File: config.mk
export PLATFORM = sky130hd
export DESIGN_NAME = cluster_scan
export DESIGN_NICKNAME = d
export VERILOG_FILES = /design/src/rtl/cluster_pkg.sv /design/src/rtl/cluster_scan_run_tracker.sv /design/src/rtl/cluster_scan.sv
export SDC_FILE = /design/constraint.sdc
export NUM_CORES = 1
export LEC_CHECK = 0
export ABC_AREA = 1
export BUFFER_PORTS_ARGS = -buffer_cell sky130_fd_sc_hd__buf_4
export CAP_MARGIN = 40
export CORE_MARGIN = 2
export CORE_UTILIZATION = 55
export DETAILED_ROUTE_END_ITERATION = 10
export GPL_TIMING_DRIVEN = 0
export HOLD_SLACK_MARGIN = 0.15
export PLACE_DENSITY = 0.8
export SYNTH_ARGS = -nofsm -noshare
export SYNTH_HDL_FRONTEND = slang
export SYNTH_HIERARCHICAL = 1
export SYNTH_SLANG_ARGS = --single-unit
File: constraint.sdc
create_clock -name clk_clk -period 4.55 [get_ports clk_clk]
set_input_delay 0.455 -clock clk_clk [delete_from_list [all_inputs] [get_ports clk_clk]]
set_output_delay 0.455 -clock clk_clk [all_outputs]
set_load 0.1 [all_outputs]
File: src/rtl/cluster_pkg.sv
// Shared types and width helpers for the cluster scanner.
package cluster_pkg;

  typedef enum logic [1:0] {
    ST_IDLE   = 2'd0,
    ST_SCAN   = 2'd1,
    ST_REPORT = 2'd2
  } state_t;

  function automatic int ch_width(input int channel_num);
    return (channel_num > 1) ? $clog2(channel_num) : 1;
  endfunction

  function automatic int sum_width(input int data_w, input int channel_num);
    return data_w + ch_width(channel_num);
  endfunction

endpackage

File: src/rtl/cluster_scan_run_tracker.sv
// Tracks the currently open over-threshold run and reports it on the beat that closes it.
module run_tracker #(
  parameter int DATA_W = 16,
  parameter int CH_W   = 9,
  parameter int SUM_W  = 25,
  parameter int LEN_W  = 10
) (
  input  logic                     clk_clk,
  input  logic                     rst_reset,
  input  logic                     beat,
  input  logic                     restart,
  input  logic                     over,
  input  logic                     final_beat,
  input  logic [CH_W-1:0]          addr,
  input  logic signed [DATA_W-1:0] data,
  output logic                     close_valid,
  output logic [CH_W-1:0]          close_left,
  output logic [CH_W-1:0]          close_right,
  output logic [LEN_W-1:0]         close_len,
  output logic signed [SUM_W-1:0]  close_sum
);

  logic                    active;
  logic [CH_W-1:0]         start;
  logic [LEN_W-1:0]        len;
  logic signed [SUM_W-1:0] sum;

  logic                    open_run;
  logic [CH_W-1:0]         ext_start;
  logic [LEN_W-1:0]        ext_len;
  logic signed [SUM_W-1:0] ext_sum;
  logic signed [SUM_W-1:0] data_ext;

  assign data_ext = {{(SUM_W-DATA_W){data[DATA_W-1]}}, data};

  // A restart beat sees no open run: it is channel 0 of a fresh frame.
  always_comb begin
    open_run    = active && !restart;
    ext_start   = open_run ? start : addr;
    ext_len     = open_run ? len + 1'b1 : LEN_W'(1);
    ext_sum     = (open_run ? sum : '0) + data_ext;
    close_valid = beat && (over ? final_beat : open_run);
    if (over) begin
      close_left  = ext_start;
      close_right = addr;
      close_len   = ext_len;
      close_sum   = ext_sum;
    end else begin
      close_left  = start;
      close_right = addr - 1'b1;
      close_len   = len;
      close_sum   = sum;
    end
  end

  always_ff @(posedge clk_clk or posedge rst_reset) begin
    if (rst_reset) begin
      active <= 1'b0;
      start  <= '0;
      len    <= '0;
      sum    <= '0;
    end else if (beat) begin
      if (over && !final_beat) begin
        active <= 1'b1;
        start  <= ext_start;
        len    <= ext_len;
        sum    <= ext_sum;
      end else begin
        active <= 1'b0;
        start  <= '0;
        len    <= '0;
        sum    <= '0;
      end
    end
  end

endmodule

File: src/rtl/cluster_scan.sv
// Frame-based cluster finder: counts qualifying over-threshold runs and reports the widest one.
module cluster_scan
  import cluster_pkg::*;
#(
  parameter int  CHANNEL_NUM = 320,
  parameter int  DATA_W      = 16,
  parameter int  CNT_W       = 6,
  localparam int CH_W        = ch_width(CHANNEL_NUM),
  localparam int SUM_W       = sum_width(DATA_W, CHANNEL_NUM)
) (
  input  logic              clk_clk,
  input  logic              rst_reset,
  input  logic [DATA_W-1:0] cfg_threshold,
  input  logic [CH_W-1:0]   cfg_min_size,
  input  logic [DATA_W-1:0] data_in_data,
  input  logic              data_in_valid,
  output logic              data_in_ready,
  input  logic              data_in_startofpacket,
  input  logic              data_in_endofpacket,
  output logic              res_valid,
  input  logic              res_ready,
  output logic              res_found,
  output logic [CNT_W-1:0]  res_count,
  output logic [CH_W-1:0]   res_left,
  output logic [CH_W-1:0]   res_right,
  output logic [SUM_W-1:0]  res_sum,
  output logic              res_error
);

  localparam int              LEN_W     = CH_W + 1;
  localparam logic [CH_W-1:0] LAST_ADDR = CH_W'(CHANNEL_NUM - 1);
  localparam logic [CNT_W-1:0] CNT_MAX  = {CNT_W{1'b1}};

  // Handshake: a beat moves when data_in_valid && data_in_ready; a result
  // is held on res_* from res_valid rising until res_valid && res_ready.
  state_t state, state_nxt;

  logic signed [DATA_W-1:0] thr_q, thr_eff;
  logic [CH_W-1:0]          min_q, min_raw;
  logic [LEN_W-1:0]         min_eff;
  logic [CH_W-1:0]          addr, beat_addr;
  logic [CNT_W-1:0]         count, count_eff;
  logic [CH_W-1:0]          best_left, best_right;
  logic [LEN_W-1:0]         best_len, best_len_eff;
  logic signed [SUM_W-1:0]  best_sum;
  logic                     err;

  logic accept, start, beat, last_addr, final_beat, over, qualify;

  logic                    close_valid;
  logic [CH_W-1:0]         close_left, close_right;
  logic [LEN_W-1:0]        close_len;
  logic signed [SUM_W-1:0] close_sum;

  assign data_in_ready = (state != ST_REPORT);
  assign res_valid     = (state == ST_REPORT);

  // An SOP beat starts a frame from IDLE or aborts and restarts one in SCAN.
  always_comb begin
    accept       = data_in_valid && data_in_ready;
    start        = accept && data_in_startofpacket;
    beat         = accept && (start || state == ST_SCAN);
    beat_addr    = start ? '0 : addr;
    last_addr    = (beat_addr == LAST_ADDR);
    final_beat   = beat && (data_in_endofpacket || last_addr);
    thr_eff      = start ? $signed(cfg_threshold) : thr_q;
    min_raw      = start ? cfg_min_size : min_q;
    min_eff      = (min_raw == '0) ? LEN_W'(1) : {1'b0, min_raw};
    over         = $signed(data_in_data) > thr_eff;
    count_eff    = start ? '0 : count;
    best_len_eff = start ? '0 : best_len;
    qualify      = close_valid && (close_len >= min_eff);
  end

  run_tracker #(
    .DATA_W (DATA_W),
    .CH_W   (CH_W),
    .SUM_W  (SUM_W),
    .LEN_W  (LEN_W)
  ) u_run_tracker (
    .clk_clk     (clk_clk),
    .rst_reset   (rst_reset),
    .beat        (beat),
    .restart     (start),
    .over        (over),
    .final_beat  (final_beat),
    .addr        (beat_addr),
    .data        ($signed(data_in_data)),
    .close_valid (close_valid),
    .close_left  (close_left),
    .close_right (close_right),
    .close_len   (close_len),
    .close_sum   (close_sum)
  );

  always_ff @(posedge clk_clk or posedge rst_reset) begin
    if (rst_reset) state <= ST_IDLE;
    else           state <= state_nxt;
  end

  always_comb begin
    state_nxt = state;
    case (state)
      ST_IDLE, ST_SCAN: begin
        if (beat) state_nxt = final_beat ? ST_REPORT : ST_SCAN;
      end
      ST_REPORT: begin
        if (res_ready) state_nxt = ST_IDLE;
      end
      default: state_nxt = ST_IDLE;
    endcase
  end

  // Later assignments override the SOP clear so a one-beat frame is still scored.
  always_ff @(posedge clk_clk or posedge rst_reset) begin
    if (rst_reset) begin
      thr_q      <= '0;
      min_q      <= '0;
      addr       <= '0;
      count      <= '0;
      best_left  <= '0;
      best_right <= '0;
      best_len   <= '0;
      best_sum   <= '0;
      err        <= 1'b0;
    end else begin
      if (start) begin
        thr_q      <= $signed(cfg_threshold);
        min_q      <= cfg_min_size;
        count      <= '0;
        best_left  <= '0;
        best_right <= '0;
        best_len   <= '0;
        best_sum   <= '0;
        err        <= 1'b0;
      end
      if (beat) addr <= beat_addr + 1'b1;
      if (qualify && count_eff != CNT_MAX) count <= count_eff + 1'b1;
      if (qualify && close_len > best_len_eff) begin
        best_left  <= close_left;
        best_right <= close_right;
        best_len   <= close_len;
        best_sum   <= close_sum;
      end
      if (final_beat) err <= !(data_in_endofpacket && last_addr);
    end
  end

  assign res_count = count;
  assign res_found = (count != '0);
  assign res_left  = best_left;
  assign res_right = best_right;
  assign res_sum   = best_sum;
  assign res_error = err;

endmodule

==> results.txt <==
Outcome - completed
Cts bufs inserted - 17
WL final - 28,700 microns
Final setup TNS - 0 ns
Fill count - 1,386
Post-synth EDFFs - 0
I/O pins - 100
Slew HR - 61.3%
CORE AREA - 0.0173 sq mm
CP peak stage delay - 0.43 ns
WL per Instance - 16.1 microns
Vias per cell - 5.44
RSZ-0062 raised after global routing - yes
Worst EP arrival - 4.85 ns
Dpl ws - -1.17 ns
Starting Density - 56.3%
R2r worst-path depth - 30
Final max-slew violation count - 0
Max stage delay cell, worst path - dfrtp_1
Initial antenna violation count - 0
Setup CP Type - reg2reg
Clock latency on the worst-skew pair - 0.43 ns
Final setup vio count - 0
Tightest Hold Check Type - in2reg
Fin crit share - 99.6%
Synth unique cells - 40
Max_cap viols - 0
Clk buf depth - 2
Vias in the first global route - 8,821
Hold path cells - 2
Crit-path max FO - 11
Max IR drop VDD - 0.332 mV
Largest net degree at the start of global routing - 56
PortBufs - 99
Final hold viol count - 0
H-tree Lvls - 4
Startpoint types - flip-flop
Cell mode on critical path - nand2_1
Top cell type by total area after synthesis - dfrtp_1
Total GRT Usage - 30.0%
CTS root buffer - clkbuf_16
First-pass GRT wire length - 43,600 microns
Die Ht - 137 microns
Yosys warnings - 6
Ys async rst share - 100%
Leakage power - 6.64 nW
Yosys top cell area share - 36.2%
Total grt overflow - 0
Cell Area, Synth - 0.00974 sq mm
Worst setup EP type - flip-flop
Yosys reg bits - 141
Initial DRT Pass Iterations - 7
Detailed-route via count - 9,669
Synth top area cells - dfrtp_1, nand2_1, ha_1
Critical path required time - 4.87 ns
Layout cell share with drive strength beyond 1 - 18.9%
Min Tclk post-route - 4.53 ns
CTS tree - built
Post-Syn Instances - 1,402
F_max - 221 MHz
HPWL Detailed - 19,900 microns
Die W - 137 microns
Layout area overhead - 23.3%
Die area - 0.0188 sq mm
Setup Skew - 0.00865 ns
RePlAce Congestion - 0.994
Dominant synthesized flop cell - dfrtp_1
Rows - 48
Tightest Pin Transition - 0.580 ns
Post-Syn Nets - 1,513
Pwr per Cell Area - 458 mW/mm^2
Final ANT Viol Nets - 0
Clk pin slew, worst setup/hold paths - 0.06 ns
Worst hold slack - 0.220 ns
Nets - 1,651
Syn avg cell area - 6.94 sq um
N_diodes - 0
Sink Count - 141
DRC - 0
DRT iter0 DRCs - 885
Worst setup margin - 0.0177 ns
Sequential area share after synthesis - 36.2%
[metal layers]
layer / global-route usage, % / vias to the layer above / share of wire, %
met5: 0 / - / 0
met4: 10.9 / 0 / 3.1
met3: 5.22 / 73 / 6.6
met2: 50.9 / 391 / 49
met1: 38.4 / 4516 / 41
li1: - / 4689 / -
[through the flow]
step | std cells | utilization (%) | instance area (sq um) | total power [mW]
2_1_floorplan | 1402 | - | 9740 | 3.12
3_3_place_gp | 1726 | 62.2 | 10800 | 3.63
3_5_place_dp | 1728 | 62.5 | 10800 | 3.69
4_1_cts | 1768 | 67.3 | 11600 | 5.30
5_1_grt | 1778 | 69.4 | 12000 | 5.84
6_report | 1778 | 69.4 | 12000 | 5.50
[power by group]
| part | switching (mW) | internal, mW |
|---|---|---|
| Combinational | 1.61 | 0.821 |
| Clock | 0.572 | 0.921 |
| Sequential | 0.106 | 1.47 |
[worst paths after layout]
path                            startpoint  slack [ns]                     to
worst max-delay path              state[1]        0.02             res_sum[8]
worst min-delay path             res_ready        0.22               state[1]
worst max register to register    state[1]        0.02             res_sum[8]
worst min register to register     addr[0]        0.49                addr[0]
max in group asynchronous        rst_reset        3.19              thr_q[14]
min in group asynchronous        rst_reset        0.56  u_run_tracker/sum[20]
[synthesized netlist by cell type, drive strengths merged (9+ instances only)]
| cell type | n |
|---|---|
| buf | 34 |
| clkbuf | 12 |
| inv | 209 |
| nand2 | 494 |
| ha | 63 |
| dfrtp | 141 |
| xor2 | 16 |
| nor3 | 9 |
| or2 | 20 |
| nor2 | 102 |
| a21oi | 25 |
| nand4 | 17 |
| o22ai | 19 |
| o21ai | 93 |
| nand3 | 114 |
| xnor2 | 9 |
[cells by family (layout without fill, tap and decap cells)]
group,count (synthesis),in the layout,synth area share (%)
and+or+nand+nor,765,766,34.0
DFF,141,141,36.2
AOI/OAI and AO/OA,150,150,8.40
buffers and inverters,257,407,10.8
adders and majority gates,64,64,8.30
xor gates and xnor gates,25,25,2.25
[repair_timing]
item	in CTS	in global routing
pin swaps	4	24
hold buffers	1	0
setup buffers	6	8
cloned	2	3
endpoints found under the hold margin	52	0
setup endpoints to repair	59	59
resized for setup	49	78
[flip-flops by register name, summed over array words and instances, names as in the netlist]
signal and count:
res_error 1, best_len 10, res_right 9, u_run_tracker/start 9
u_run_tracker/sum 25, thr_q 16, res_left 9, res_sum 25
min_q 9, res_count 6, addr 9, u_run_tracker/len 10
u_run_tracker/active 1, state 2
[layout by cell type, fill, tap and decap left out, types with 16 or more instances in the layout]
| master | n |
|---|---|
| nor2_1 | 79 |
| nand2_2 | 27 |
| nand4_1 | 16 |
| xor2_1 | 16 |
| o21ai_1 | 22 |
| o22ai_1 | 19 |
| inv_1 | 199 |
| nand3_1 | 110 |
| a21oi_1 | 23 |
| or2_2 | 18 |
| nand2_1 | 463 |
| clkbuf_16 | 19 |
| buf_4 | 113 |
| dfrtp_1 | 141 |
| o21ai_0 | 61 |
| ha_1 | 58 |
[worst max-delay path, delay by kind of cell, from the launching register on]
kind	cells	cell delay, ns
simple gates	15	1.41
buf+inv	7	0.91
flops	1	0.43
compound gates	6	1.03
fa+ha+maj	2	0.61
[area by class of cell]
type                       count  area [sq um]  area share [%]
clock buffer                  19           433            3.61
tap                          225           282            2.34
inverter                     211           805            6.70
buffer                        44           373            3.11
sequential                   141          3530            29.4
timing repair buffer         120           987            8.22
multi-input combinational   1005          5410            45.1
clock inverter                13           186            1.55
(Power assumes the default switching activity.)
